<file path="config.mk">
export PLATFORM = sky130hd
export DESIGN_NAME = fetch_pc_gen
export DESIGN_NICKNAME = d
export VERILOG_FILES = /design/src/rtl/fetch_pc_gen.sv
export SDC_FILE = /design/constraint.sdc
export NUM_CORES = 1
export LEC_CHECK = 0
export CAP_MARGIN = 10
export CORE_ASPECT_RATIO = 1.75
export CORE_UTILIZATION = 44
export CTS_CLUSTER_DIAMETER = 200
export DETAILED_ROUTE_END_ITERATION = 8
export GPL_ROUTABILITY_DRIVEN = 0
export HOLD_SLACK_MARGIN = 0.12
export PLACE_DENSITY = 0.87
export SLEW_MARGIN = 20
export SYNTH_ARGS = -nofsm -noshare
export SYNTH_HDL_FRONTEND = slang
export SYNTH_SLANG_ARGS = --single-unit
</file>
<file path="constraint.sdc">
create_clock -name clk -period 3.8 [get_ports clk]
set_input_delay 0.38 -clock clk [delete_from_list [all_inputs] [get_ports clk]]
set_output_delay 0.38 -clock clk [all_outputs]
set_load 0.005 [all_outputs]
</file>
<file path="src/rtl/fetch_pc_gen.sv">
// ----------------------------------------------------------------------------
// Module  : fetch_pc_gen
// Purpose : Fetch-stage PC register and next-PC select feeding the F/D stage.
// Revision: 1.0
// ----------------------------------------------------------------------------
`default_nettype none

module fetch_pc_gen #(
  parameter logic [31:0] RESET_PC = 32'h0000_3000,
  parameter logic [31:0] EXC_PC   = 32'h0000_4180,
  parameter logic [31:0] IM_BASE  = 32'h0000_3000,
  parameter logic [31:0] IM_END   = 32'h0000_6FFC
) (
  input  logic        clk,
  input  logic        reset,
  input  logic        stopen,
  input  logic        br_taken,
  input  logic [31:0] br_target,
  input  logic        jmp_en,
  input  logic [31:0] jmp_target,
  input  logic        exc_req,
  input  logic        eret_req,
  input  logic [31:0] epc,
  output logic [31:0] PC_out,
  output logic        adel_out,
  output logic        redirect_out,
  output logic [1:0]  state_out
);

  typedef enum logic [1:0] {
    RUN  = 2'd0,
    EXC  = 2'd1,
    ERET = 2'd2,
    BAD  = 2'd3
  } state_t;

  state_t      state;
  logic [31:0] pc;
  logic        redirect;

  // Exception and eret override the stall: the pipeline is being flushed anyway.
  always_ff @(posedge clk or posedge reset) begin
    if (reset) begin
      pc       <= RESET_PC;
      state    <= RUN;
      redirect <= 1'b0;
    end else if (exc_req) begin
      pc       <= EXC_PC;
      state    <= EXC;
      redirect <= 1'b1;
    end else if (eret_req) begin
      pc       <= epc & 32'hFFFF_FFFC;
      state    <= ERET;
      redirect <= 1'b1;
    end else if (stopen) begin
      if (state == BAD) begin
        state    <= RUN;
        redirect <= 1'b0;
      end
    end else begin
      if (jmp_en)
        pc <= jmp_target;
      else if (br_taken)
        pc <= br_target;
      else
        pc <= pc + 32'd4;
      state    <= RUN;
      redirect <= 1'b0;
    end
  end

  assign PC_out       = pc;
  assign state_out    = state;
  assign redirect_out = redirect;
  assign adel_out     = (pc[1:0] != 2'b00) || (pc < IM_BASE) || (pc > IM_END);

endmodule

`default_nettype wire

</file>
* Yosys cells after proc, flatten, opt, wreduce, memory -nomap -nowiden
Index checks and enable logic that the tools add are counted.
Storage, ports and cells: register bits 35, logic and storage cells 25
Operators by class: add/subtract/negate cells 1, magnitude comparators 2, equal/unequal tests 3, muxes and demuxes 13, reduce and logical (&&, ||, !) cells 3
Operators with widths (number):
- 32-bit two-way mux | 5
- 32-bit by 3-bit adder with 32-bit output, second input constant | 1
- 32-bit by 15-bit > comparator with 1-bit output, second input constant | 1
- 32-bit by 14-bit < comparator with 1-bit output, second input constant | 1
- 2-bit two-way mux | 4
- 1-bit two-way mux | 4
- 4-bit by 1-bit inequality test with 1-bit output, second input constant | 1
- 3-bit by 1-bit inequality test with 1-bit output, second input constant | 1
- 2-bit == test, second input constant | 1
- 1-bit logical OR | 2
- 2-bit nonzero test | 1

* Logic depth before layout (Yosys ltp)
Gate-level depths: netlist of run 1.
depth after elaboration 6, gate-level depth with buffers 8

* Worst setup path after synthesis of run 1
OpenSTA, ideal clock, no wires.
path kind register -> register, start register pc[12] (netlist: PC_out[12]), end register pc[24] (netlist: PC_out[24]), arrival 1890 ps, path slack 1761 ps, stages on the path, launching flop included 7, cells stage by stage dfstp_2 nand4_1 or4_1 buf_4 o31a_1 o31ai_1 a221oi_1
On the way: longest elaborated chain between the ends 6
Ends and longest elaborated chain:
- from (decl) | line 38 | logic [31:0] pc;
- from (signal assigned) | line 52 | pc <= epc & 32'hFFFF_FFFC;
- from (signal assigned) | line 62 | pc <= jmp_target;
- from (signal assigned) | line 64 | pc <= br_target;
- 32-bit by 3-bit adder with 32-bit output | line 66 | pc <= pc + 32'd4;
- 32-bit two-way mux | line 63 | else if (br_taken)
- 32-bit two-way mux | line 61 | if (jmp_en)
- 32-bit two-way mux | line 55 | end else if (stopen) begin
- 32-bit two-way mux | line 51 | end else if (eret_req) begin
- 32-bit two-way mux | line 47 | end else if (exc_req) begin
No other way between the ends. The select of a mux whose other input is x is not followed. A chain may end at the register's enable or synchronous reset.

* Final worst setup path of run 1
start input port jmp_en, end register pc[26] (netlist: PC_out[26])
On the way: longest elaborated chain between the ends 4
Ends and longest elaborated chain:
- from (decl) | line 19 | input logic jmp_en,
- 32-bit two-way mux | line 61
- 32-bit two-way mux | line 55
- 32-bit two-way mux | line 51
- 32-bit two-way mux | line 47
No other way between the ends. The select of a mux whose other input is x is not followed.

==> impl_metrics.py, run 1 <==
metrics = {
    "cts": {
        "htree_levels": 2,
        "path_clk_slew_ns": 0.07,
        "postCtsSetupRepairBufs": 0,
        "cts.sinks": 35,
        "clockBufferDepth": 2,
        "cts_resized": 0,
        "clkLatencyLatePin_ns": 0.29,
        "cts_tree": "done",
        "cts_root_buf": "clkbuf_8",
        "cts_hold_buf": 0,
        "numCtsBuffers": 5,
    },
    "setup_path": {
        "r2r_slack_ns": 1.26,
        "cp-start-kind": "input port",
        "worstPathArrival_ns": 2.79,
        "crit_start": "jmp_en",
        "cp-end-kind": "flop",
        "cp-endpoint": "PC_out[26]$_DFFE_PP0P_",
        "worst-setup-path-type": "in -> reg",
        "worstPathRequired_ns": 4.01,
        "r2r_cells": 6,
        "reg2reg_to": "PC_out[24]$_DFFE_PP0P_",
        "r2r_start": "PC_out[2]$_DFFE_PP0P_",
        "cp_max_fo": 21,
    },
    "layout": {
        "antennaDiodeCount": 0,
        "fillers": 514,
        "utilization_pct": 70.04,
        "multi_input_area_um2": 1769,
        "area_growth_pct": 54.05,
        "drive_above_1_share_pct": 6.173,
        "seq_area_um2": 878.3,
        "nets": 589,
    },
    "route": {
        "drc_errors": 0,
        "vias_per_cell": 6.488,
        "drtIter0Drc": 294,
        "detail_route.wl_per_cell_um": 19.66,
        "antenna_left": 0,
        "num_vias": 3672,
        "first_pass_iters": 7,
        "routed_wl_um": 11130,
    },
    "timing": {
        "setup-violations-final": 0,
        "drv_slew": 0,
        "fin_crit_ns": 2.580,
        "rsz0062_at_grt": "no",
        "clock_skew_ns": 0.008854,
        "tightest_slew_ns": 0.9015,
        "fin_crit_sh_pct": 67.90,
        "finalSetupTns_ns": 0,
        "slew_headroom_pct": 39.90,
        "fin_ws_ns": 1.220,
        "whs_ns": 0.4938,
        "max_clock_freq_ghz": 0.3875,
        "finalHoldViolCount": 0,
    },
    "global_routing": {
        "gr-usage-all-layers_pct": 33.39,
        "antenna_found_initial": 0,
        "grt_pass1_wl_um": 17500,
        "grt_pass1_vias": 3694,
        "grt_max_degree": 36,
        "grt-ovfl-total": 0,
    },
    "floorplan": {
        "die_h_um": 107.7,
        "die_width_um": 62.41,
        "start_util_pct": 45.47,
        "num_rows": 38,
        "core_area_um2": 6181,
        "boundaryPins": 139,
        "dieArea_um2": 6723,
    },
    "synthesis": {
        "synth_top_flop_cell": "dfrtp_1",
        "synth.avg_cell_area_um2": 7.784,
        "synth_fp_nets": 465,
        "synth_cells": 361,
        "ys.warnings.count": 0,
        "yosysUniqueCellTypes": 57,
        "ys_seq_area_share_pct": 31.26,
        "synthArstFlopShare_pct": 100.0,
        "synth_edf_count": 0,
        "post-synth-top-area-cell": "dfrtp_1",
        "synth_top_area_share_pct": 29.39,
        "yosys_register_bits": 35,
        "synth_most_common_cell": "a21oi_1",
        "synth_top_cells_by_count": "a21oi_1, dfrtp_1, nand2_1, nor2_1, o21ai_0",
        "synth_area_leaders": "dfrtp_1, a21oi_1, nand2_1",
        "synth_area_um2": 2810,
    },
    "min_path": {
        "hold_class": "in -> async",
    },
    "power_and_ir_drop": {
        "peakVddDrop_mv": 0.1953,
        "cellPowerDensity_nw_per_um2": 260.0,
        "comb_power_share_pct": 32.4,
        "power.leakage_nw": 1.591,
        "clockPowerShare_pct": 27.1,
        "switching_share_pct": 30.48,
        "seq_power_share_pct": 40.5,
        "p_switching_mw": 0.3430,
        "power_report.internal_total_mw": 0.7824,
        "finalPower_mw": 1.125,
    },
    "place": {
        "hpwl_um": 8040,
        "dpl_worst_slack_ns": 1.006,
        "port_buffers": 136,
    },
    "flow_run": {
        "cap_violations": 0,
    },
    "run_status": {
        "status": "finished clean",
    },
}
==> area by class of cell <==
type	count	share of cell area, %
well taps	80	2.312
inverters	12	1.040
multi-input cells	285	40.87
repair buffers	146	33.18
clock buffers	8	2.312
flip-flops and latches	35	20.29
==> power groups by stage <==
stage                     clock network [mW]  registers [mW]  logic [mW]
after CTS                              0.306           0.453       0.362
after floorplan                            0           0.448       0.150
final                                  0.305           0.455       0.365
after detailed placement                   0           0.459       0.359
after global placement                     0           0.458       0.352
after global routing                   0.327           0.459       0.390
==> critical path, stage by stage <==
cell	delay, ns
clkdlybuf4s50_1	0.46
buf_4	0.24
nand2b_1	0.74
o22ai_1	0.20
a2111oi_0	0.46
a31oi_1	0.14
nor3_1	0.16
==> worst min-delay path by stage <==
stage                                        start                       end  slack [ns]  cells past startpoint
after floorplan             PC_out[12]$_DFFE_PP1P_    PC_out[12]$_DFFE_PP1P_        0.50                      2
after global placement    redirect_out$_DFFE_PP0P_  redirect_out$_DFFE_PP0P_        0.50                      2
after detailed placement  state_out[0]$_DFFE_PP0P_  state_out[1]$_DFFE_PP0P_        0.51                      1
after CTS                                    reset     PC_out[5]$_DFFE_PP0P_        0.50                      3
after global routing                         reset  redirect_out$_DFFE_PP0P_        0.55                      3
final                                        reset    PC_out[11]$_DFFE_PP0P_        0.49                      3
==> stage by stage <==
stage / instances / instance area, µm²
3_5_place_dp: 558 / 4229
4_1_cts: 566 / 4329
3_3_place_gp: 558 / 4229
2_1_floorplan: 361 / 2810
6_report: 566 / 4329
5_1_grt: 566 / 4329
==> state kept, by name (all words and copies together) (netlist names) <==
register / flops
redirect_out: 1
PC_out: 32
state_out: 2
==> metal layers <==
layer / GRT usage [%] / vias up / share of wire (%)
met2: 60.17 / 280 / 51
met4: 22.76 / 0 / 5.2
met3: 5.191 / 59 / 9.3
met1: 35.06 / 1693 / 34
met5: 0 / - / 0
li1: - / 1640 / -
==> cell usage in the layout (no fill, tap or decap), types with 6 or more instances in the layout <==
cell type / instances
clkdlybuf4s50_1: 136
a21oi_1: 42
dfrtp_1: 33
nand2_1: 31
nor2_1: 25
o21ai_0: 22
o22ai_1: 18
inv_1: 11
nor3_1: 10
nor4_1: 10
buf_4: 10
nand4_1: 9
a31oi_1: 9
nand2b_1: 8
o221ai_1: 8
nand3_1: 7
mux2i_1: 7
clkbuf_8: 7
a211oi_1: 6
==> cells by family after synthesis <==
family	Yosys count	synth area share, %
flip-flops	35	31.26
multiplexers	8	2.894
buffers and inverters	41	5.788
XOR/XNOR	9	2.805
adder cells (fa/ha/maj)	1	0.4452
AO/OA/AOI/OAI	146	34.37
AND/OR/NAND/NOR	121	22.44
(Power assumes the default switching activity.)
==> run 2, diff against run 1 <==
- CORE_UTILIZATION: 44 -> 37
- PLACE_DENSITY: 0.87 -> 0.78
- clock period: 3.8 -> 2.28 ns (I/O delays scaled with it)
==> impl_metrics.py, run 2 (synthesized netlist as in run 1, its figures left out) <==
metrics = {
    "run_status": {
        "status": "finished clean",
    },
    "global_routing": {
        "grt_pass1_vias": 3449,
        "grt_pass1_wl_um": 17370,
        "grt_max_degree": 33,
        "grt-ovfl-total": 0,
        "antenna_found_initial": 0,
        "gr-usage-all-layers_pct": 29.48,
    },
    "setup_path": {
        "cpMaxStageDelayCell": "clkdlybuf4s50_1",
        "worstPathArrival_ns": 1.92,
        "critPathBufInv": 1,
        "cp-end-kind": "output port",
        "crit_chain": "nor4_2 > nand2_1 > nor4_1 > nand4_1 > clkdlybuf4s50_1",
        "worst-setup-path-type": "reg -> out",
        "cp_slowest_stage_delay_ns": 0.47,
        "worstPathRequired_ns": 2.05,
        "cp_max_fo": 7,
        "cp-start-kind": "flop",
        "critPathTopFamily": "simple AND/OR/NAND/NOR gates",
    },
    "timing": {
        "whs_ns": 0.1514,
        "rsz0062_at_grt": "no",
        "tightest_slew_ns": 0.4517,
        "drv_slew": 0,
        "fin_crit_sh_pct": 94.01,
        "fin_crit_ns": 2.143,
        "clock_skew_ns": 0.002360,
        "max_clock_freq_ghz": 0.4666,
        "finalHoldViolCount": 0,
        "setup-violations-final": 0,
        "slew_headroom_pct": 69.85,
        "finalSetupTns_ns": 0,
    },
    "cts": {
        "path_clk_slew_ns": 0.05,
        "cts.sinks": 35,
        "cts_tree": "done",
        "clockBufferDepth": 2,
        "postCtsSetupRepairBufs": 0,
        "cts_root_buf": "clkbuf_16",
        "htree_levels": 2,
        "numCtsBuffers": 5,
        "clkLatencyLatePin_ns": 0.28,
    },
    "min_path": {
        "hold_class": "in -> async",
    },
    "floorplan": {
        "dieArea_um2": 7962,
        "die_width_um": 67.88,
        "boundaryPins": 139,
        "num_rows": 41,
        "die_h_um": 117.3,
        "core_area_um2": 7284,
        "start_util_pct": 38.58,
    },
    "layout": {
        "utilization_pct": 63.21,
        "largest_reg_flops": 32,
        "fin_cells": 598,
        "mostFrequentLayoutCells": "clkdlybuf4s50_1, a21oi_1, buf_4",
        "nets": 615,
        "drive_above_1_share_pct": 11.72,
        "area_growth_pct": 63.85,
        "fillers": 620,
        "final_common_cell": "clkdlybuf4s50_1",
        "antennaDiodeCount": 0,
    },
    "place": {
        "dp_cells": 590,
        "hpwl_um": 8702,
        "port_buffers": 136,
    },
    "route": {
        "detail_route.wl_per_cell_um": 19.29,
        "vias_per_cell": 6.052,
        "first_pass_iters": 5,
        "drc_errors": 0,
        "routed_wl_um": 11540,
        "num_vias": 3619,
        "antenna_left": 0,
        "drtIter0Drc": 247,
    },
    "power_and_ir_drop": {
        "cellPowerDensity_nw_per_um2": 449.8,
        "peakVddDrop_mv": 0.4069,
        "power.leakage_nw": 1.742,
    },
    "flow_run": {
        "cap_violations": 0,
    },
}
## run 2: final cells by class
type,count,area [µm²],share of cell area [%]
clock inverters,1,5.005,0.1087
well taps,86,107.6,2.337
multi-input cells,285,1792,38.91
repair buffers,172,1644,35.71
clock buffers,7,132.6,2.880
flip-flops and latches,35,878.3,19.08
inverters,12,45.04,0.9783
## run 2: path summary, 6_finish.rpt
path / start / endpoint / slack (ns) / cells past startpoint
max reg2reg: PC_out[12]$_DFFE_PP1P_ / PC_out[29]$_DFFE_PP0P_ / 0.17 / 7
max in group asynchronous: reset / PC_out[12]$_DFFE_PP1P_ / 1.63 / 3
min reg2reg: redirect_out$_DFFE_PP0P_ / redirect_out$_DFFE_PP0P_ / 0.52 / 2
max: PC_out[23]$_DFFE_PP0P_ / adel_out / 0.14 / 5
min: reset / state_out[1]$_DFFE_PP0P_ / 0.15 / 2
min in group clk: epc[24] / PC_out[24]$_DFFE_PP0P_ / 0.52 / 3
## run 2: repair_timing
action | CTS | global route
endpoints found under the setup margin | 0 | 4
hold buffers | 0 | 0
gates resized for setup | 0 | 4
## run 2: metrics by stage
stage	cell area, µm²	setup slack, ns	power [mW]
2_1_floorplan	2810	0.2415	0.9971
3_3_place_gp	4447	0.1514	1.388
3_5_place_dp	4447	0.1079	1.401
4_1_cts	4584	0.09161	2.060
5_1_grt	4604	0.01959	2.156
6_report	4604	0.1366	2.071
## run 2: metal layers
layer  vias to the layer above  track usage, %  share of wire [%]
li1                       1694               -                  -
met3                        35           3.585                7.2
met4                         0           14.72                4.0
met5                         -               0                  0
met1                      1706           34.04                 37
met2                       184           51.95                 52
## run 2: power by group
part           switching [mW]  internal (mW)  leakage, nW
logic                   0.268          0.385         1.24
clock network           0.262          0.404       0.0679
registers              0.0801          0.673        0.436
total                   0.610           1.46         1.74
